==> src/rtl/wfg_wb_decoder.sv <==
// Registered N-slot Wishbone address decoder and response fabric for the waveform generator.
// One transaction at a time: IDLE accepts, WAIT holds the slave strobe under a watchdog, RESP terminates.
module wfg_wb_decoder #(
    parameter int               BUSW        = 32,
    parameter int               NSLOTS      = 8,
    parameter logic [3:0]       BASE_NIBBLE = 4'h3,
    parameter int               SLOT_SHIFT  = 4,
    parameter int               TIMEOUT     = 16,
    parameter logic [BUSW-1:0]  ERR_DATA    = 32'hDEAD_BEEF
) (
    input  logic                     io_wbs_clk,
    input  logic                     io_wbs_rst,
    input  logic [BUSW-1:0]          io_wbs_adr,
    input  logic [BUSW-1:0]          io_wbs_datwr,
    input  logic                     io_wbs_we,
    input  logic                     io_wbs_stb,
    input  logic                     io_wbs_cyc,
    output logic [BUSW-1:0]          io_wbs_datrd,
    output logic                     io_wbs_ack,
    output logic                     io_wbs_err,
    output logic [NSLOTS-1:0]        s_stb_o,
    output logic                     s_cyc_o,
    output logic                     s_we_o,
    output logic [SLOT_SHIFT-1:0]    s_adr_o,
    output logic [BUSW-1:0]          s_dat_o,
    input  logic [NSLOTS*BUSW-1:0]   s_dat_i,
    input  logic [NSLOTS-1:0]        s_ack_i,
    output logic                     busy_o,
    output logic [7:0]               timeout_cnt_o
);

    localparam int              IDXW    = BUSW - 4 - SLOT_SHIFT;
    localparam int              SLW     = $clog2(NSLOTS);
    localparam logic [IDXW-1:0] NSLOT_L = IDXW'(NSLOTS);
    localparam logic [7:0]      WD_LAST = 8'(TIMEOUT - 1);

    typedef enum logic [1:0] {
        ST_IDLE,
        ST_WAIT,
        ST_RESP
    } state_t;

    state_t                 state_q, state_d;
    logic [SLW-1:0]         slot_q, slot_d;
    logic [7:0]             wd_q, wd_d;
    logic [NSLOTS-1:0]      stb_q, stb_d;
    logic                   we_q, we_d;
    logic [SLOT_SHIFT-1:0]  adr_q, adr_d;
    logic [BUSW-1:0]        dat_q, dat_d;
    logic                   ack_q, ack_d;
    logic                   err_q, err_d;
    logic [BUSW-1:0]        datrd_q, datrd_d;
    logic [7:0]             tocnt_q, tocnt_d;

    logic [IDXW-1:0]        page_idx;
    logic                   base_hit;
    logic                   page_mapped;
    logic [BUSW-1:0]        s_word [NSLOTS];

    for (genvar k = 0; k < NSLOTS; k++) begin : g_unpack
        assign s_word[k] = s_dat_i[k*BUSW +: BUSW];
    end

    assign page_idx    = io_wbs_adr[BUSW-5:SLOT_SHIFT];
    assign base_hit    = (io_wbs_adr[BUSW-1 -: 4] == BASE_NIBBLE);
    // Page 0 is the null page; anything at or beyond NSLOTS is unmapped.
    assign page_mapped = (page_idx != '0) && (page_idx < NSLOT_L);

    always_comb begin
        state_d = state_q;
        slot_d  = slot_q;
        wd_d    = wd_q;
        stb_d   = stb_q;
        we_d    = we_q;
        adr_d   = adr_q;
        dat_d   = dat_q;
        ack_d   = 1'b0;
        err_d   = 1'b0;
        datrd_d = '0;
        tocnt_d = tocnt_q;

        case (state_q)
            ST_IDLE: begin
                if (io_wbs_cyc && io_wbs_stb && base_hit) begin
                    slot_d = page_idx[SLW-1:0];
                    we_d   = io_wbs_we;
                    adr_d  = io_wbs_adr[SLOT_SHIFT-1:0];
                    dat_d  = io_wbs_datwr;
                    if (page_mapped) begin
                        state_d                  = ST_WAIT;
                        wd_d                     = '0;
                        stb_d                    = '0;
                        stb_d[page_idx[SLW-1:0]] = 1'b1;
                    end else begin
                        state_d = ST_RESP;
                        err_d   = 1'b1;
                        datrd_d = ERR_DATA;
                    end
                end
            end
            ST_WAIT: begin
                wd_d = wd_q + 8'd1;
                // Abort beats everything else: the master has already walked away.
                if (!io_wbs_cyc) begin
                    state_d = ST_IDLE;
                    stb_d   = '0;
                    we_d    = 1'b0;
                    adr_d   = '0;
                    dat_d   = '0;
                end else if (s_ack_i[slot_q]) begin
                    state_d = ST_RESP;
                    stb_d   = '0;
                    ack_d   = 1'b1;
                    datrd_d = s_word[slot_q];
                end else if (wd_q == WD_LAST) begin
                    state_d = ST_RESP;
                    stb_d   = '0;
                    err_d   = 1'b1;
                    datrd_d = ERR_DATA;
                    if (tocnt_q != 8'hFF) begin
                        tocnt_d = tocnt_q + 8'd1;
                    end
                end
            end
            ST_RESP: begin
                state_d = ST_IDLE;
            end
            default: begin
                state_d = ST_IDLE;
                stb_d   = '0;
            end
        endcase
    end

    always_ff @(posedge io_wbs_clk) begin
        if (io_wbs_rst) begin
            state_q <= ST_IDLE;
            slot_q  <= '0;
            wd_q    <= '0;
            stb_q   <= '0;
            we_q    <= 1'b0;
            adr_q   <= '0;
            dat_q   <= '0;
            ack_q   <= 1'b0;
            err_q   <= 1'b0;
            datrd_q <= '0;
            tocnt_q <= '0;
        end else begin
            state_q <= state_d;
            slot_q  <= slot_d;
            wd_q    <= wd_d;
            stb_q   <= stb_d;
            we_q    <= we_d;
            adr_q   <= adr_d;
            dat_q   <= dat_d;
            ack_q   <= ack_d;
            err_q   <= err_d;
            datrd_q <= datrd_d;
            tocnt_q <= tocnt_d;
        end
    end

    assign io_wbs_datrd  = datrd_q;
    assign io_wbs_ack    = ack_q;
    assign io_wbs_err    = err_q;
    assign s_stb_o       = stb_q;
    assign s_cyc_o       = (state_q == ST_WAIT);
    assign s_we_o        = we_q;
    assign s_adr_o       = adr_q;
    assign s_dat_o       = dat_q;
    assign busy_o        = (state_q != ST_IDLE);
    assign timeout_cnt_o = tocnt_q;

endmodule
==> config.mk <==
export PLATFORM = sky130hd
export DESIGN_NAME = wfg_wb_decoder
export DESIGN_NICKNAME = d
export VERILOG_FILES = /design/src/rtl/wfg_wb_decoder.sv
export SDC_FILE = /design/constraint.sdc
export NUM_CORES = 1
export LEC_CHECK = 0
export CAP_MARGIN = 15
export CORE_AREA = 10 10 156 158
export CTS_CLUSTER_SIZE = 8
export DETAILED_ROUTE_END_ITERATION = 10
export DIE_AREA = 0 0 166 168
export SETUP_SLACK_MARGIN = 0.5
export SLEW_MARGIN = 40
export SYNTH_ARGS = -nofsm -noshare
export SYNTH_HDL_FRONTEND = slang
export SYNTH_SLANG_ARGS = --single-unit
==> constraint.sdc <==
create_clock -name io_wbs_clk -period 3.3 [get_ports io_wbs_clk]
set_input_delay 0.66 -clock io_wbs_clk [delete_from_list [all_inputs] [get_ports io_wbs_clk]]
set_output_delay 0.66 -clock io_wbs_clk [all_outputs]
set_load 0.01 [all_outputs]
[After elaboration in Yosys (flattened, before gate mapping)]
Index checks and enable logic that the tools add are counted.
W data, S select, Z words.
Storage, ports and cells
  flip-flop bits (word level): 100
  input bits: 333
  output and inout bits: 89
  logic and storage cells: 91
Cells by class
  $add $sub $neg: 2
  $lt $le $gt $ge: 5
  equal/unequal tests: 9
  mux-type cells: 44
  bitwise logic cells: 5
  reductions and logical operators: 15
Operators with widths (number)
  $mux W32: 9
  $pmux W32 S2: 2
  $bmux W32 S3: 1
  $mux W8: 7
  $lt A24 B4 Y1 const B: 1
  $pmux W8 S3: 1
  $reduce_bool A24 Y1: 1
  $add A8 B1 Y8 const B: 2
  $pmux W8 S2: 1
  $mux W1: 10
  $mux W2: 5
  $eq A8 B4 Y1 const B: 1
  $lt A3 B4 Y1 const B: 2
  $mux W4: 2
  $ne A8 B8 Y1 const B: 1
  $pmux W4 S2: 1
  $ne A2 B2 Y1 const B: 3
  $reduce_and A3 Y1: 2
  $reduce_and A5 Y1: 1
  $eq A4 B2 Y1 const B: 1
  $ge A4 B4 Y1 const B: 1
  $logic_and A1 B1 Y1: 4
  $ne A4 B2 Y1 const B: 1
  $not A1 Y1: 4
  other kinds (13): 16

[Longest topological paths before layout]
  depth after elaboration: 7
  depth in mapped cells: 7
  mapped depth without buffers: 6

[Least setup slack after synthesis]
Ideal clock, no wire load.
  kind: input port to flip-flop
  from: input port s_ack_i[3]
  to: register tocnt_q[7], in the netlist timeout_cnt_o[7]
  setup time: 0.070 ns
  data arrival time: 2.145 ns
  data required time: 3.230 ns
  slack: 1.085 ns
  stages: 5
  path buffers: 0
  cells stage by stage: mux4_2 mux2i_4 nand3_2 or4_1 a21oi_1
On the way
  cells in the longest elaborated chain, start to end: 4
RTL lines
  from (decl): RTL line 27  | input logic [NSLOTS-1:0] s_ack_i,
  $bmux W1 S3: RTL line 110  | end else if (s_ack_i[slot_q]) begin
  $mux W1 (not written as such): RTL line 110
  $not A1 Y1 (no source line)
  $reduce_and A5 Y1 (no source line)
  to (signal assigned): RTL line 159  | tocnt_q <= tocnt_d;
  to (decl): RTL line 53  | logic [7:0] tocnt_q, tocnt_d;
No other way between the ends. The select of a mux whose other input is x is not followed.
A chain may end at the register's enable or synchronous reset.

[Worst setup path in the final report]
  from: register state_q[0]
  to: output port s_cyc_o
On the way
  cells in the longest elaborated chain, start to end: 1
RTL lines
  from (decl): RTL line 43  | state_t state_q, state_d;
  from (signal assigned): RTL line 149  | state_q <= state_d;
  $eq A2 B1 Y1: RTL line 167  | assign s_cyc_o = (state_q == ST_WAIT);
  to (decl): RTL line 22  | output logic s_cyc_o,
No other way between the ends.

==> metrics <==
total CTS buffers 9; Initial Util approximately 25%; unrepaired setup endpoints after global routing false; CP Buf/Inv Count 1; CP required 2.64 ns; #FFs+latches synth 100; worst slew pin tran 0.625 ns; final setup violating endpoints 0; syn avg cell area 11.2 sq um; layout cells sized above 1 about 12%; hold_buf cts 0; Slew Limit Fails 0; GRT Util Overall a little under a fifth; Nets 1,217; pin count of the biggest net entering global routing between 60 and 70; area grow syn2layout 87.8%; Worst EP arrival 1.90 ns; post-route ant nets 0; status completed; Core ar. approximately 21,000 sq um; crit end category output port; cell family with most CP delay buffers and inverters; die area 27,900 sq um; CTS tree built; Synth cell types 46; gpl congestion roughly 0.79; Worst path slowest cell clkdlybuf4s50_1; clock sink count 100; CP cell instances nor2b_1 -> clkdlybuf4s50_1; DR WL/cell approximately 23 um; Ys Warns 0; Final Util ~48%; port bufs between 400 and 500; Clock Tree Root clkbuf_16; global-route wire length before repair 39,600 um; Final Cycle Share between 70% and 80%; endpoints failing hold 0; Synth Cell Area around 5400 sq um; Via Count about 5,700; H-tree depth 3; hold crit path type register to register; Crit path largest cell delay 0.66 ns; Rel. slew slack 58.3%; final hold slack between 0.4 and 0.5 ns; number of I/O pins around 420; Die Wd between 150 and 200 um; Iter 0 DRT Violations 285; Async SR Flop Fraction 0%; minimum clock period ~2.6 ns; leakage power 3.38 nW; Cells after Synth between 400 and 500; Setup CP Type register to output port; Die H 168 um; Post-Route WL about 27,000 um; DRC violations left 0; Achievable Freq roughly 400 MHz; post-layout power about 2.8 mW; CTS max path bufs 2; initial antenna violation count 5; crit-path max FO 6; Clock transition at path regs approximately 0.07 ns; Synth Flop Type dfxtp_1; number of vias per cell 4.84; setup TNS 0 ns; sequential area share after synthesis between 30% and 40%; row cnt 54; Pwr per Cell Area ~270 nW/um^2; clk_lat worst skew about 0.35 ns; DP HPWL 22,700 um; post-synth net total 819; Post-synth EDFFs 0; drt pass-1 iters 4; global route overflow 0; startpoint types register; worst clock skew 0.0102 ns; MaxCap Viol Count 0; vias in the first global route just over 6,000; Max IR drop VDD about 0.17 mV
cell type report:
| class | count | area (sq um) |
|---|---|---|
| diodes | 4 | 10.0 |
| fillers | 2010 | 11200 |
| clock buffers | 9 | 225 |
| multi-input cells | 336 | 3260 |
| clock inverters | 7 | 55.1 |
| well taps | 280 | 350 |
| inverters | 5 | 18.8 |
| flip-flops and latches | 100 | 2010 |
| repair buffers | 430 | 4290 |
flip-flops by register name (all words and copies together) (netlist names):
register       flops
s_stb_o            8
s_we_o             1
slot_q             3
s_dat_o           32
timeout_cnt_o      8
state_q            2
s_adr_o            4
wd_q               8
io_wbs_err         1
io_wbs_datrd      32
io_wbs_ack         1
cells in the final DEF (no fill, tap or decap), drive strengths merged, types with 2 or more instances in the layout:
cell type      Yosys  routed
clkdlybuf4s50      0     420
dfxtp            100     100
mux4              66      66
nor2              58      58
mux2i             39      39
a22oi             38      38
o21ai             38      38
a21oi             19      19
or4               12      12
buf               14      10
clkbuf            27       9
or3                9       9
inv                5       9
nand3              8       8
nand2              6       6
nor4               6       6
diode              0       4
nand4              4       4
o31ai              4       4
and2               3       3
nand2b             3       3
and3               3       3
nor3b              2       2
xor2               2       2
a31oi              2       2
ha                 2       2
clkinv             0       2
nor3               2       2
path summary, 6_finish.rpt:
check | to | slack [ns] | startpoint | cells past startpoint
worst max-delay path | s_cyc_o | 0.74 | state_q[0] | 2
worst min-delay path | s_stb_o[6] | 0.48 | s_stb_o[6] | 2
worst max register to register | timeout_cnt_o[5] | 0.97 | slot_q[0] | 5
worst min register to register | s_stb_o[6] | 0.48 | s_stb_o[6] | 2
cells in the mapped netlist (all sizes together) (8+ instances only):
cell type  instances  area, sq um
buf               14         80.1
or3                9         57.6
dfxtp            100         2000
nor2              58          218
or4               12         93.8
a21oi             19         95.1
o21ai             38          190
a22oi             38          285
clkbuf            27          101
mux2i             39          403
nand3              8         45.0
mux4              66         1490
tightest hold or removal path, stage by stage, from the launching register on:
cell,delay [ns]
dfxtp_1,0.31
o21ai_0,0.06
a21oi_1,0.06
power breakdown:
group	internal, mW	switching (mW)
clock	0.524	0.512
combinational	0.429	0.121
sequential	1.21	0.00339
total	2.16	0.636
cells by family after synthesis:
logic type	after synthesis	share of synthesized area [%]
adder cells (fa/ha/maj)	2	0.460
multiplexers	105	34.7
AND/OR/NAND/NOR	121	11.7
XOR/XNOR	2	0.322
flip-flops	100	36.8
buffers and inverters	48	4.00
AO/OA/AOI/OAI	106	12.0
per-layer routing:
layer | track usage [%] | vias up | part of all wire [%]
li1 | - | 2694 | -
met1 | 19.0 | 2722 | 36
met2 | 33.5 | 230 | 53
met3 | 8.38 | 17 | 10
met4 | 4.82 | 2 | 1.0
met5 | 0 | - | 0.048
through the flow:
step,instances,area [sq um],setup slack [ns]
CTS,1167,10200,0.602
floorplan,484,5440,1.09
finish,1171,10200,0.740
global placement,1151,9900,0.309
detailed placement,1151,9900,0.246
global route,1171,10200,0.551
repair_timing:
action | CTS | global route
endpoints found under the setup margin | 0 | 9
setup buffers | 0 | 0
gates resized for setup | 0 | 1
(Power assumes the default switching activity.)
